[src/rtl/delay_line_checker_pkg.sv]
// Shared definitions for the delay-line checker: FSM state encoding,
// LFSR feedback taps and the default LFSR seed.
package delay_line_checker_pkg;

    typedef enum logic [1:0] {
        IDLE,
        RUN,
        DRAIN,
        DONE
    } state_t;

    // x^8 + x^6 + x^5 + x^4 + 1, taps on bits 7, 5, 4, 3 of a left-shifting register
    localparam logic [7:0] LFSR_TAPS    = 8'hB8;
    localparam logic [7:0] DEFAULT_SEED = 8'hA5;

endpackage

[src/rtl/dlc_lfsr.sv]
// 8-bit Fibonacci LFSR used as the stimulus source of the delay-line checker.
// Ports:
//   clk     rising-edge clock
//   rst     asynchronous active-low reset (register returns to SEED)
//   load    load the register from seed (has priority over advance)
//   advance shift the register left by one with XOR feedback into bit 0
//   seed    value loaded on load
//   msb     current register MSB (the serial output bit)
module dlc_lfsr
    import delay_line_checker_pkg::*;
#(
    parameter logic [7:0] SEED = DEFAULT_SEED
) (
    input  logic       clk,
    input  logic       rst,
    input  logic       load,
    input  logic       advance,
    input  logic [7:0] seed,
    output logic       msb
);

    logic [7:0] q;

    always_ff @(posedge clk or negedge rst) begin
        if (!rst) begin
            q <= SEED;
        end else if (load) begin
            q <= seed;
        end else if (advance) begin
            q <= {q[6:0], ^(q & LFSR_TAPS)};
        end
    end

    assign msb = q[7];

endmodule

[config.mk]
export PLATFORM = sky130hd
export DESIGN_NAME = dlc_lfsr
export DESIGN_NICKNAME = d
export VERILOG_FILES = /design/src/rtl/delay_line_checker_pkg.sv /design/src/rtl/dlc_lfsr.sv
export SDC_FILE = /design/constraint.sdc
export NUM_CORES = 1
export LEC_CHECK = 0
export BUFFER_PORTS_ARGS = -buffer_cell sky130_fd_sc_hd__buf_2
export CAP_MARGIN = 20
export CORE_AREA = 2 2 39 41
export CTS_CLUSTER_DIAMETER = 200
export DETAILED_ROUTE_END_ITERATION = 10
export DIE_AREA = 0 0 41 43
export GPL_TIMING_DRIVEN = 0
export HOLD_SLACK_MARGIN = 0.05
export PLACE_DENSITY = 0.62
export SYNTH_ARGS = -nofsm -noshare
export SYNTH_HDL_FRONTEND = slang
export SYNTH_SLANG_ARGS = --single-unit
[constraint.sdc]
create_clock -name clk -period 1 [get_ports clk]
set_input_delay 0.2 -clock clk [delete_from_list [all_inputs] [get_ports clk]]
set_output_delay 0.2 -clock clk [all_outputs]
set_load 0.005 [all_outputs]
==> impl_results.md, run 1 <==
* Status: finished with violations
* Failing checks: setup timing
* EDFF count, synth at 0
* Synth area leader: dfstp_2
* Max Root-Sink Buffers at 2
* Gr ovfl total at 0
* Initial antenna violation count at 0
* Initial core utilization at 28.8%
* Setup TNS Final at -0.140 ns
* Net total in the final layout at 68
* CORE AREA at 0.00138 sq mm
* Min Tclk post-route at 1.08 ns
* Combinational power share at 18.8%
* Largest stage delay, worst path at 0.53 ns
* Hold Vio Cnt, Final at 0
* Routed WL per cell at 10.7 um
* Max reg flops at 8
* Startpoint Class: register
* Post-synth top area share at 26.3%
* Largest net degree at the start of global routing at 11
* Placement Setup Slack at -0.000997 ns
* First-pass GRT wire length at 1260 um
* Internal cell power at 0.594 mW
* Final period util at 108%
* Depth of the worst hold-timing path at 3
* Post-synthesis register bit count at 8
* Sequential Power Share at 50.5%
* Hold WC Path Type: input pin to register
* Final WS setup at -0.0761 ns
* PD cells at 1520 mW/mm^2
* Syn nets at 50
* CTS H-tree depth at 1
* CP arrival at 0.88 ns
* Top cells by area, synth: dfstp_2 26%, dfrtp_1 25%, mux2i_1 18%
* Vias at 310
* Crit Path Category: register to output pin
* Largest regs: q (8)
* Maxcap violations at 0
* Async S/R FF share, synth at 100%
* Worst VDD drop at 0.776 mV
* Die width at 41 um
* Met2 WL post-DR at 377 um
* RD Place Congestion at 0.685
* Initial DRC Count at 9
* Post-synthesis sequential area ratio at 51.4%
* WP buf/inv at 1
* Final setup fails at 2
* Antenna Violating Nets Remaining at 0
* Clk Latency, worst-skew pair at 0.25 ns
* Switching power share of the total at 25.2%
* Dpl hpwl at 507 um
* Post-synth cell types at 13
* Worst path required time at 0.80 ns
* Number of global-route vias before repair at 308
* Reg clk slew, reported paths at 0.05 ns
* Die Area at 0.00176 sq mm
* Psw at 0.200 mW
* CP Capture Type: output pin
* Port Buffers at 11
* Crit-path leading delay family: flip-flops
* Reg2reg path depth at 4
* Chip height at 43 um
* Root Buffer: clkbuf_4
* CP Cell Sequence: buf_2
* Total Wirelength at 751 um
* Clock share of power at 30.7%
* Fin. max-slew vios at 0
* GRT Total Usage at 11.0%
* Max layer used: met3
* RSZ-0062 raised after global routing: yes
* TritonCTS clock tree: done
* Ant. Diodes at 0
* Synthesis-to-layout area growth at 30.7%
* LEAKAGE at 0.250 nW
* Worst-margin pin slew at 0.181 ns
* Row cnt at 14
* 1st-pass router iterations at 4
* Io pins at 13
* Largest reg by FF count: q
* Clock skew at 0.000819 ns
* Met3 wire length at 18 um
* Avg Cell Area, Syn at 10.5 sq um
* Vias per cell at 4.43
* CP Max Fanout at 2
* Most used DFF post-synth: dfstp_2
* Drt drc at 0
* Post-Synthesis Cells at 38
* Num CTS Buffers at 3
* Synth cell count leaders: 7 x mux2i_1, 7 x nand2_1, 7 x o21ai_0, 4 x dfrtp_1, 4 x dfstp_2
* Layout cells sized above 1 at 40.7%
* Slew headroom at 87.9%
* Synth Cell Area at 399 sq um
* WL met1 at 355 um
* Fmax at 0.929 GHz
* WP depth at 1
* Clk sinks at 8
* Ys Warns at 0
* Critical path's slowest cell: dfstp_2
per-layer routing:
| metal | track usage [%] | vias to the layer above |
|---|---|---|
| met5 | 0 | - |
| met4 | 8.00 | 0 |
| met3 | 3.14 | 0 |
| met2 | 14.1 | 6 |
| met1 | 15.1 | 142 |
| li1 | - | 162 |
worst paths after layout:
check | slack (ns) | from | endpoint
worst max-delay path | -0.08 | q[7] | msb
worst min-delay path | 0.15 | seed[7] | q[7]
max in group asynchronous | 0.45 | rst | q[7]
worst max register to register | -0.06 | q[7] | q[0]
worst min register to register | 0.56 | q[6] | q[7]
min in group asynchronous | 0.32 | rst | q[3]
cell families (layout without fill, tap and decap cells):
group / Yosys count / in the layout / synth area share, %
AO/OA/AOI/OAI: 9 / 9 / 11.3
AND/OR/NAND/NOR: 9 / 9 / 10.0
flip-flops: 8 / 8 / 51.4
multiplexers: 7 / 7 / 17.6
XOR/XNOR: 3 / 3 / 6.58
buffers and inverters: 2 / 18 / 3.13
stage by stage:
stage	util, %	area, sq um	instances	hold slack, ns	power, mW
global route	37.7	522	70	0.165	0.863
floorplan	-	399	38	-0.0956	0.491
CTS	37.2	514	70	0.147	0.804
global placement	34.3	474	65	0.0469	0.536
finish	37.7	522	70	0.151	0.794
detailed placement	34.3	474	65	0.0493	0.539
power by group through the flow:
| stage | Clock, mW | Combinational, mW | Sequential, mW |
|---|---|---|---|
| 2_1_floorplan | 0 | 0.0901 | 0.401 |
| 3_3_place_gp | 0 | 0.131 | 0.405 |
| 3_5_place_dp | 0 | 0.133 | 0.406 |
| 4_1_cts | 0.260 | 0.145 | 0.399 |
| 5_1_grt | 0.286 | 0.169 | 0.407 |
| 6_report | 0.244 | 0.150 | 0.401 |
cell type report:
type	instances	area (sq um)
Buffer	2	12.5
Clock buffer	3	22.5
Fill cell	143	862
Multi-Input combinational cell	28	189
Sequential cell	8	205
Tap cell	16	20.0
Timing Repair Buffer	13	72.6
cell usage in the layout, fill, tap and decap left out:
master / n
mux2i_1: 7
o21ai_1: 2
a21oi_1: 1
o21ai_0: 6
dfstp_2: 4
dfrtp_1: 4
buf_2: 12
nand2b_1: 1
xor2_2: 1
clkbuf_4: 3
xor2_1: 1
buf_4: 2
nand2_1: 7
dlygate4sd3_1: 1
nor3b_1: 1
xnor2_1: 1
what timing repair did:
action,CTS,global route
hold buffers,1,0
setup buffers,1,0
pin swaps,2,1
setup endpoints to repair,2,3
hold endpoints to repair,8,0
cloned,0,0
resized for setup,0,2
Power figures use the tool's default switching activity.
==> run 2: changes to the inputs <==
--- a/config.mk
+++ b/config.mk
@@ -14,6 +14,7 @@
 export GPL_TIMING_DRIVEN = 0
 export HOLD_SLACK_MARGIN = 0.05
 export PLACE_DENSITY = 0.62
+export RECOVER_POWER = 25
 export SYNTH_ARGS = -nofsm -noshare
 export SYNTH_HDL_FRONTEND = slang
 export SYNTH_SLANG_ARGS = --single-unit
==> run 2 against run 1 <==
  * The run still ends with setup timing left
  * Sequential share of layout area grew 0.095 points
  * Via count is the same
  * Wire length shrank 0.27%
  * Sequential power is essentially flat
  * Design area shrank 0.24%
  * Worst setup slack is the same
  * Count of clock-buffer cells in the layout is the same
  * Cell count is the same
  * Register-to-register slack is essentially flat
  * First-iteration DRC count is the same
  * Fmax is the same
  * Clock skew is the same
  * Critical path type unchanged
  * Largest cell class unchanged
==> impl_results.md, run 2 (synthesized netlist as in run 1, its figures left out) <==
* Clk sinks at 8 (unchanged)
* Crit Path Category: register to output pin
* Routed WL per cell at 10.7 um (-0.27%)
* Antenna Violating Nets Remaining at 0 (unchanged)
* Io pins at 13 (unchanged)
* CTS H-tree depth at 1 (unchanged)
* Maxcap violations at 0 (unchanged)
* CP Capture Type: output pin
* Vias at 310 (unchanged)
* Worst path required time at 0.80 ns (about the same)
* Ant. Diodes at 0 (unchanged)
* Initial DRC Count at 9 (unchanged)
* Initial antenna violation count at 0 (unchanged)
* Gr busiest metal: met1
* Layout cells sized above 1 at 38.9% (-1.9 points)
* Placement Cell Area at 474 sq um (unchanged)
* Vias per cell at 4.43 (unchanged)
* Slew headroom at 71.5% (-16 points)
* Clock skew at 0.000819 ns (unchanged)
* Fmax at 0.929 GHz (unchanged)
* Final setup fails at 2 (unchanged)
* Largest regs: q (8)
* Startpoint Class: register
* TritonCTS clock tree: done
* Net total in the final layout at 68 (unchanged)
* Die width at 41 um (unchanged)
* Worst-margin pin slew at 0.428 ns (+0.247 ns)
* CORE AREA at 0.00138 sq mm (unchanged)
* Met1 Track Usage GR at 15.1% (unchanged)
* Die Area at 0.00176 sq mm (unchanged)
* Chip height at 43 um (unchanged)
* RD Place Congestion at 0.685 (unchanged)
* Reg clk slew, reported paths at 0.05 ns (about the same)
* RSZ-0062 raised after global routing: yes
* 1st-pass router iterations at 4 (unchanged)
* Total Wirelength at 749 um (-0.27%)
* Hold Vio Cnt, Final at 0 (unchanged)
* Fin. max-slew vios at 0 (unchanged)
* LEAKAGE at 0.248 nW (-1.1%)
* GR Layer Usage met3 at 3.14% (unchanged)
* Min Tclk post-route at 1.08 ns (unchanged)
* Largest stage delay, worst path at 0.53 ns (about the same)
* CP arrival at 0.88 ns (about the same)
* Port Buffers at 11 (unchanged)
* GRT Total Usage at 11.0% (unchanged)
* Final Power at 0.794 mW (about the same)
* CP Max Fanout at 2 (unchanged)
* WP buf/inv at 1 (unchanged)
* Number of global-route vias before repair at 308 (unchanged)
* Dpl hpwl at 507 um (unchanged)
* Largest net degree at the start of global routing at 11 (unchanged)
* Fillers at 144 (+0.70%)
* Max Root-Sink Buffers at 2 (unchanged)
* PD cells at 1520 mW/mm^2 (+0.17%)
* Setup TNS Final at -0.140 ns (unchanged)
* Synthesis-to-layout area growth at 30.4%
* Commonest cells after routing, fill and taps aside: 11 x buf_2, 7 x mux2i_1, 7 x nand2_1
* Root Buffer: clkbuf_4
* Most common cell after layout, fill and taps aside: buf_2
* Clk Latency, worst-skew pair at 0.25 ns (about the same)
* Drt drc at 0 (unchanged)
* First-pass GRT wire length at 1260 um (unchanged)
* Worst VDD drop at 0.775 mV (about the same)
* Final period util at 108% (unchanged)
* Failing checks: setup timing
* Final Cell Area at 520 sq um (-0.24%)
* Final WS setup at -0.0761 ns (unchanged)
* Crit-path leading delay family: flip-flops
* Met2 usage at 14.1% (unchanged)
* Critical path's slowest cell: dfstp_2
* Initial core utilization at 28.8% (unchanged)
* CP Cell Sequence: buf_2
* Hold WC Path Type: input pin to register
* Largest reg by FF count: q
* Status: finished with violations
* Max reg flops at 8 (unchanged)
* Row cnt at 14 (unchanged)
* Num CTS Buffers at 3 (unchanged)
* Post-Route Utilization at 37.6% (-0.090 points)
* Gr ovfl total at 0 (unchanged)
run 2: cell count changes in the layout (fill, tap and decap cells not counted), sizes merged:
cell,before,now
buf,14,13
clkbuf,3,4
run 2: report_power, final:
part,internal [mW],switching (mW),total (mW)
clock,0.137,0.106,0.244
combinational,0.0811,0.0679,0.149
sequential,0.376,0.0255,0.401
run 2: through the flow:
step | hold slack, ns | std cells | setup WS [ns]
after global placement | 0.0469 | 65 | 0.00516
after detailed placement | 0.0493 | 65 | -0.000997
after CTS | 0.147 | 70 | -0.0888
after floorplan | -0.0956 | 38 | 0.0197
after global routing | 0.165 | 70 | -0.121
final | 0.151 | 70 | -0.0761
run 2: timing repair:
action	CTS	global route
hold endpoints to repair	8	0
resized for setup	0	2
pin swaps	2	1
setup buffers	1	0
endpoints found under the setup margin	2	3
hold buffers	1	0
run 2: area by class of cell:
cell class | count | area, sq um | area share (%)
Buffer | 2 | 12.5 | 2.40
Clock buffer | 3 | 22.5 | 4.33
Multi-Input combinational cell | 28 | 189 | 36.3
Sequential cell | 8 | 205 | 39.4
Tap cell | 16 | 20.0 | 3.85
Timing Repair Buffer | 13 | 71.3 | 13.7
run 2: worst min-delay path: cells and delay by family:
kind,cells,cell delay [ns]
buf+inv,1,0.09
simple gates,1,0.05
compound gates,1,0.05
run 2: path summary, 6_finish.rpt:
path | end | cells past startpoint | from | slack (ns)
setup / recovery | msb | 1 | q[7] | -0.08
setup reg to reg | q[0] | 4 | q[7] | -0.06
hold reg to reg | q[7] | 2 | q[6] | 0.56
min in group asynchronous | q[3] | 2 | rst | 0.39
hold / removal | q[7] | 3 | seed[7] | 0.15
max in group asynchronous | q[7] | 2 | rst | 0.28
run 2: metal layers:
layer / routed length [um] / vias to the layer above
met4: 0 / 0
met3: 18 / 0
met1: 353 / 142
met5: 0 / -
li1: - / 162
met2: 377 / 6
